File: src/rtl/btn_pkg.sv
// ============================================================================
// Module  : btn_pkg
// Brief   : Shared classifier state encodings, event type codes and width helper
//           for button_event_arbiter.
// Rev     : 1.0 - initial release
// ============================================================================
`default_nettype none

package btn_pkg;

    localparam int unsigned ST_W = 2;

    localparam logic [ST_W-1:0] ST_IDLE     = 2'd0;
    localparam logic [ST_W-1:0] ST_HELD     = 2'd1;
    localparam logic [ST_W-1:0] ST_WAIT_REL = 2'd2;

    localparam logic EV_SHORT = 1'b0;
    localparam logic EV_LONG  = 1'b1;

    // Bits needed to encode n distinct values, never less than one.
    function automatic int unsigned width_of(input int unsigned n_values);
        return (n_values <= 2) ? 1 : $clog2(n_values);
    endfunction

endpackage

`default_nettype wire

File: src/rtl/btn_press_classifier.sv
// ============================================================================
// Module  : btn_press_classifier
// Brief   : Per-button synchroniser, tick-based debouncer and SHORT/LONG press
//           classifier; emits a one-cycle event pulse.
// Rev     : 1.0 - initial release
// ============================================================================
`default_nettype none

module btn_press_classifier
    import btn_pkg::*;
#(
    parameter int DEBOUNCE_MS = 20,
    parameter int LONG_MS     = 5000
) (
    input  logic clk,
    input  logic rst,
    input  logic i_btn,
    input  logic i_tick,
    output logic o_ev_raise,
    output logic o_ev_is_long
);

    localparam int unsigned DB_W   = width_of(DEBOUNCE_MS + 1);
    localparam int unsigned HOLD_W = width_of(LONG_MS + 1);

    localparam logic [DB_W-1:0]   c_db_last   = DB_W'(DEBOUNCE_MS - 1);
    localparam logic [HOLD_W-1:0] c_hold_last = HOLD_W'(LONG_MS - 1);
    localparam logic [HOLD_W-1:0] c_hold_max  = HOLD_W'(LONG_MS);

    logic [1:0]        r_sync;
    logic              r_db;
    logic [DB_W-1:0]   r_stab;
    logic [ST_W-1:0]   r_state;
    logic [HOLD_W-1:0] r_hold;
    logic              r_ev_raise;
    logic              r_ev_is_long;

    logic w_accept;
    logic w_rise;
    logic w_fall;

    // The stability count finishes on the tick that would make it DEBOUNCE_MS.
    assign w_accept = (r_sync[1] != r_db) && i_tick && (r_stab == c_db_last);
    assign w_rise   = w_accept &&  r_sync[1];
    assign w_fall   = w_accept && !r_sync[1];

    always_ff @(posedge clk or posedge rst) begin
        if (rst) begin
            r_sync <= '0;
            r_db   <= 1'b0;
            r_stab <= '0;
        end else begin
            r_sync <= {r_sync[0], i_btn};
            if (r_sync[1] == r_db) begin
                r_stab <= '0;
            end else if (i_tick) begin
                if (r_stab == c_db_last) begin
                    r_db   <= r_sync[1];
                    r_stab <= '0;
                end else begin
                    r_stab <= r_stab + 1'b1;
                end
            end
        end
    end

    always_ff @(posedge clk or posedge rst) begin
        if (rst) begin
            r_state      <= ST_IDLE;
            r_hold       <= '0;
            r_ev_raise   <= 1'b0;
            r_ev_is_long <= EV_SHORT;
        end else begin
            r_ev_raise <= 1'b0;
            case (r_state)
                ST_IDLE: begin
                    if (w_rise) begin
                        r_hold  <= '0;
                        r_state <= ST_HELD;
                    end
                end
                ST_HELD: begin
                    if (w_fall) begin
                        r_ev_raise   <= 1'b1;
                        r_ev_is_long <= EV_SHORT;
                        r_state      <= ST_IDLE;
                    end else if (i_tick) begin
                        if (r_hold == c_hold_last) begin
                            r_hold       <= c_hold_max;
                            r_ev_raise   <= 1'b1;
                            r_ev_is_long <= EV_LONG;
                            r_state      <= ST_WAIT_REL;
                        end else begin
                            r_hold <= r_hold + 1'b1;
                        end
                    end
                end
                ST_WAIT_REL: begin
                    if (w_fall) begin
                        r_state <= ST_IDLE;
                    end
                end
                default: begin
                    r_state <= ST_IDLE;
                end
            endcase
        end
    end

    assign o_ev_raise   = r_ev_raise;
    assign o_ev_is_long = r_ev_is_long;

endmodule

`default_nettype wire

File: src/rtl/button_event_arbiter.sv
// ============================================================================
// Module  : button_event_arbiter
// Brief   : Debounced SHORT/LONG press events from N_BTN buttons, one slot per
//           button, arbitrated onto a valid/ready port. Optional macro
//           BTN_ROUND_ROBIN_EN selects round-robin instead of fixed priority.
// Rev     : 1.0 - initial release
// ============================================================================
`default_nettype none

module button_event_arbiter
    import btn_pkg::*;
#(
    parameter int N_BTN       = 4,
    parameter int TICK_DIV    = 50000,
    parameter int DEBOUNCE_MS = 20,
    parameter int LONG_MS     = 5000
) (
    input  logic                     clk,
    input  logic                     rst,
    input  logic [N_BTN-1:0]         btn_in,
    output logic                     ev_valid,
    input  logic                     ev_ready,
    output logic [$clog2(N_BTN)-1:0] ev_btn,
    output logic                     ev_long,
    output logic [N_BTN-1:0]         pending,
    output logic [N_BTN-1:0]         overrun
);

    localparam int unsigned TICK_W = width_of(TICK_DIV);
    localparam int unsigned BTN_W  = width_of(N_BTN);

    localparam logic [TICK_W-1:0] c_tick_last = TICK_W'(TICK_DIV - 1);

    logic [TICK_W-1:0] r_tick_cnt;
    logic [N_BTN-1:0]  r_pend;
    logic [N_BTN-1:0]  r_long;
    logic [N_BTN-1:0]  r_ovr;
    logic              r_ev_valid;
    logic [BTN_W-1:0]  r_ev_btn;
    logic              r_ev_long;

    logic              w_tick;
    logic [N_BTN-1:0]  w_raise;
    logic [N_BTN-1:0]  w_is_long;
    logic              w_load;
    logic              w_found;
    logic [BTN_W-1:0]  w_win;
    logic [N_BTN-1:0]  w_unload;

    assign w_tick = (r_tick_cnt == c_tick_last);

    always_ff @(posedge clk or posedge rst) begin
        if (rst) begin
            r_tick_cnt <= '0;
        end else if (w_tick) begin
            r_tick_cnt <= '0;
        end else begin
            r_tick_cnt <= r_tick_cnt + 1'b1;
        end
    end

    generate
        for (genvar gi = 0; gi < N_BTN; gi++) begin : g_btn
            btn_press_classifier #(
                .DEBOUNCE_MS (DEBOUNCE_MS),
                .LONG_MS     (LONG_MS)
            ) u_classifier (
                .clk          (clk),
                .rst          (rst),
                .i_btn        (btn_in[gi]),
                .i_tick       (w_tick),
                .o_ev_raise   (w_raise[gi]),
                .o_ev_is_long (w_is_long[gi])
            );
        end
    endgenerate

    assign w_load = !r_ev_valid || ev_ready;

`ifdef BTN_ROUND_ROBIN_EN
    logic [BTN_W-1:0] r_rr_ptr;

    always_comb begin : p_arb
        logic [BTN_W-1:0] w_idx;
        w_idx   = '0;
        w_found = 1'b0;
        w_win   = '0;
        for (int k = 0; k < N_BTN; k++) begin
            w_idx = BTN_W'((int'(r_rr_ptr) + 1 + k) % N_BTN);
            if (!w_found && r_pend[w_idx]) begin
                w_found = 1'b1;
                w_win   = w_idx;
            end
        end
    end

    always_ff @(posedge clk or posedge rst) begin
        if (rst) begin
            r_rr_ptr <= '0;
        end else if (w_load && w_found) begin
            r_rr_ptr <= w_win;
        end
    end
`else
    always_comb begin : p_arb
        w_found = 1'b0;
        w_win   = '0;
        for (int i = 0; i < N_BTN; i++) begin
            if (!w_found && r_pend[i]) begin
                w_found = 1'b1;
                w_win   = BTN_W'(i);
            end
        end
    end
`endif

    always_comb begin
        w_unload = '0;
        if (w_load && w_found) begin
            w_unload[w_win] = 1'b1;
        end
    end

    // A slot being unloaded this cycle can accept a new event without overrun.
    always_ff @(posedge clk or posedge rst) begin
        if (rst) begin
            r_pend <= '0;
            r_long <= '0;
            r_ovr  <= '0;
        end else begin
            for (int i = 0; i < N_BTN; i++) begin
                if (w_raise[i]) begin
                    if (!r_pend[i] || w_unload[i]) begin
                        r_pend[i] <= 1'b1;
                        r_long[i] <= w_is_long[i];
                    end else begin
                        r_ovr[i] <= 1'b1;
                    end
                end else if (w_unload[i]) begin
                    r_pend[i] <= 1'b0;
                end
            end
        end
    end

    always_ff @(posedge clk or posedge rst) begin
        if (rst) begin
            r_ev_valid <= 1'b0;
            r_ev_btn   <= '0;
            r_ev_long  <= 1'b0;
        end else if (w_load) begin
            r_ev_valid <= w_found;
            if (w_found) begin
                r_ev_btn  <= w_win;
                r_ev_long <= r_long[w_win];
            end
        end
    end

    assign ev_valid = r_ev_valid;
    assign ev_btn   = r_ev_btn;
    assign ev_long  = r_ev_long;
    assign pending  = r_pend;
    assign overrun  = r_ovr;

endmodule

`default_nettype wire

File: config.mk
export PLATFORM = sky130hd
export DESIGN_NAME = button_event_arbiter
export DESIGN_NICKNAME = d
export VERILOG_FILES = /design/src/rtl/btn_pkg.sv /design/src/rtl/btn_press_classifier.sv /design/src/rtl/button_event_arbiter.sv
export SDC_FILE = /design/constraint.sdc
export NUM_CORES = 1
export LEC_CHECK = 0
export CAP_MARGIN = 20
export CORE_ASPECT_RATIO = 1.75
export CORE_MARGIN = 2
export CORE_UTILIZATION = 28
export CTS_BUF_LIST = sky130_fd_sc_hd__clkbuf_4 sky130_fd_sc_hd__clkbuf_8
export CTS_CLUSTER_SIZE = 20
export DETAILED_ROUTE_END_ITERATION = 12
export PLACE_DENSITY = 0.46
export RECOVER_POWER = 25
export SETUP_SLACK_MARGIN = 0.3
export SLEW_MARGIN = 25
export SYNTH_ARGS = -nofsm -noshare
export SYNTH_HDL_FRONTEND = slang
export SYNTH_SLANG_ARGS = --single-unit
File: constraint.sdc
create_clock -name clk -period 5.7 [get_ports clk]
set_input_delay 1.71 -clock clk [delete_from_list [all_inputs] [get_ports clk]]
set_output_delay 1.71 -clock clk [all_outputs]
set_load 0.005 [all_outputs]
==> results.md <==
* Register-to-register setup slack at 2.47 ns
* Number of global-route vias before repair at 5636
* Synth Area per Inst at 9.25 µm²
* Skew-Pair Late Insertion Delay at 0.46 ns
* Total of max-cap violations at 0
* CP Buf/Inv Count at 1
* Ratio of cells with drive above 1 in the final layout at 8.41%
* Hold Crit Class: reg2reg
* Largest cells by area after synthesis: dfrtp_1, o21ai_0, nand2_1, nor2_1, nand3_1
* Top cells by count, synth: dfrtp_1, nand2_1, nor2_1
* Total CTS buffers at 17
* Final wirelength at 16.6 mm
* CTS tree: done
* Fin crit share at 57.4%
* Peak supply drop at 0.0000947 V
* Syn Inst Count at 738
* Routability cong. at 0.746
* RR Endpoint: g_btn[0].u_classifier.r_hold[6]
* Critical Path RT at 3.99 ns
* Worst clock skew at 0.00665 ns
* N_diodes at 0
* Library cells used by synthesis at 62
* H-tree depth at 4
* CP endpoint kind: output port
* CP Depth at 1
* PortBufs at 18
* IO Count at 19
* First-pass GRT wire length at 28.4 mm
* Critical Path End: pending[0]
* Crit-path max FO at 9
* Leakage power total at 3.10 nW
* Die width at 122 µm
* Prevailing post-synth register cell: dfrtp_1
* R2r worst-path depth at 6
* Hold_ws at 0.359 ns
* Slowest-stage cell, CP: clkdlybuf4s50_1
* Detailed placement HPWL at 11.5 mm
* Critical path class: reg2out
* Die Ht at 211 µm
* Most common cell in the netlist: dfrtp_1
* Root Buffer: clkbuf_8
* WL per Instance at 15.4 µm
* Setup Viol. Count Final at 0
* Via density at 5.12
* Row cnt at 75
* Post-synth top area share at 48.4%
* Crit path launch: pending[0]
* Power Density at 238 mW/mm²
* Initial detailed-routing violation count at 232
* CP startpoint kind: flip-flop
* DRC at 0
* Post_cts resized at 0
* Vias at 5535
* Clk slew on worst S/H paths at 0.08 ns
* GRT Overall Usage at 14.0%
* Post-route ant nets at 0
* Final net count at 776
* Relative slew slack at 9.37%
* Post-CTS Setup Bufs at 0
* Post-route setup TNS at 0 ns
* Critical Path AT at 1.56 ns
* Final Max Slew Viols at 0
* Clk buf depth at 2
* Post-synth EDFFs at 0
* Initial antenna violation count at 0
* Synth Net Count at 754
* Core area at 0.0239 mm²
* Largest delay share family, worst path: buffers and inverters
* Worst stage delay on the critical path at 0.57 ns
* Area grow syn2layout at 13.7%
* Worst-path cell chain: clkdlybuf4s50_1
* Synth Cell Area at 0.00683 mm²
* Initial Util at 28.5%
* Hold-fix buffer count after cts at 0
* Die area at 0.0257 mm²
* Sequential area share after synthesis at 48.4%
* Synthesis Warnings at 0
* Worst slew pin tran at 1.35 ns
* Fmax achieved at 0.305 GHz
* RSZ-0062 raised after global routing: no
* Gr ovfl total at 0
* CTS sink cnt at 132
* Pre-antenna DRT Iters at 4
* Ys async rst share at 100%
* Final hold viol count at 0
* Minimum clock period at 3.27 ns
* Reg2Reg Launch Point: g_btn[0].u_classifier.r_hold[0]
* Synth area leader: dfrtp_1
* Outcome: complete, no violations
* Largest net degree at the start of global routing at 80
* FF+latch count, synth at 132
cells in the final DEF (no fill, tap or decap), types with 11 or more instances in the layout:
cell,instances
dfrtp_1,132
nand2_1,82
nand4_1,12
nor3_1,22
nand2b_1,14
o21ai_0,62
xnor2_1,11
a21oi_1,47
xor2_1,15
clkbuf_8,21
o31ai_1,12
a31oi_1,15
nor2_1,69
clkdlybuf4s50_1,13
inv_1,32
nand3_1,51
or3_1,14
through the flow:
step                std cells  instance area, µm²  util (%)  power (mW)  worst slack, ns
floorplan                 738                6830         -       0.983            0.464
global placement         1049                7350      30.7        1.00             2.10
detailed placement       1049                7350      30.7        1.00             2.08
CTS                      1081                7780      32.5        1.88             2.37
global route             1081                7760      32.4        1.93             2.25
finish                   1081                7760      32.4        1.85             2.43
worst min path at each step:
stage,start,slack (ns),depth (start not counted),to
after global placement,g_btn[0].u_classifier.r_sync[0],0.34,0,g_btn[0].u_classifier.r_sync[1]
after detailed placement,g_btn[3].u_classifier.r_sync[0],0.35,0,g_btn[3].u_classifier.r_sync[1]
after global routing,g_btn[0].u_classifier.r_sync[0],0.37,0,g_btn[0].u_classifier.r_sync[1]
final,g_btn[0].u_classifier.r_sync[0],0.36,0,g_btn[0].u_classifier.r_sync[1]
after floorplan,g_btn[0].u_classifier.r_sync[0],0.33,0,g_btn[0].u_classifier.r_sync[1]
after CTS,g_btn[0].u_classifier.r_sync[0],0.36,0,g_btn[0].u_classifier.r_sync[1]
sequential cells by signal (all words and copies together) (netlist names):
register                         flops
r_long                               4
ev_valid                             1
pending                              4
g_btn.u_classifier.r_stab           20
r_tick_cnt                          16
g_btn.u_classifier.r_hold           52
g_btn.u_classifier.o_ev_raise        4
ev_long                              1
overrun                              4
g_btn.u_classifier.r_sync            8
g_btn.u_classifier.o_ev_is_long      4
g_btn.u_classifier.r_state           8
ev_btn                               2
g_btn.u_classifier.r_db              4
power breakdown:
| group | internal, mW | switching (mW) | leakage (nW) |
|---|---|---|---|
| clock | 0.486 | 0.378 | 0.219 |
| combinational | 0.0115 | 0.0251 | 1.07 |
| sequential | 0.941 | 0.00484 | 1.81 |
| total | 1.44 | 0.408 | 3.10 |
per-layer routing:
layer  routed length [µm]  GRT usage (%)
met1                 6780           15.3
met2                 8990           25.3
met3                  340           3.30
met4                  486           6.22
met5                    0              0
layout make-up:
cell class                 count  area [µm²]
fill                        2474       16200
multi-input combinational    555        3320
sequential                   132        3300
tap                          308         385
clock buffer                  23         304
timing repair buffer          21         199
inverter                      33         129
clock inverter                 9         125
cell families (layout without fill, tap and decap cells):
family,after synthesis,count (layout),share of synthesized area [%]
AOI/OAI and AO/OA,181,181,16.2
muxes,8,8,1.28
and+or+nand+nor,331,331,26.2
buffers and inverters,51,86,2.86
adders and majority gates,9,9,1.65
xor gates and xnor gates,26,26,3.34
DFF,132,132,48.4
(Power assumes the default switching activity.)
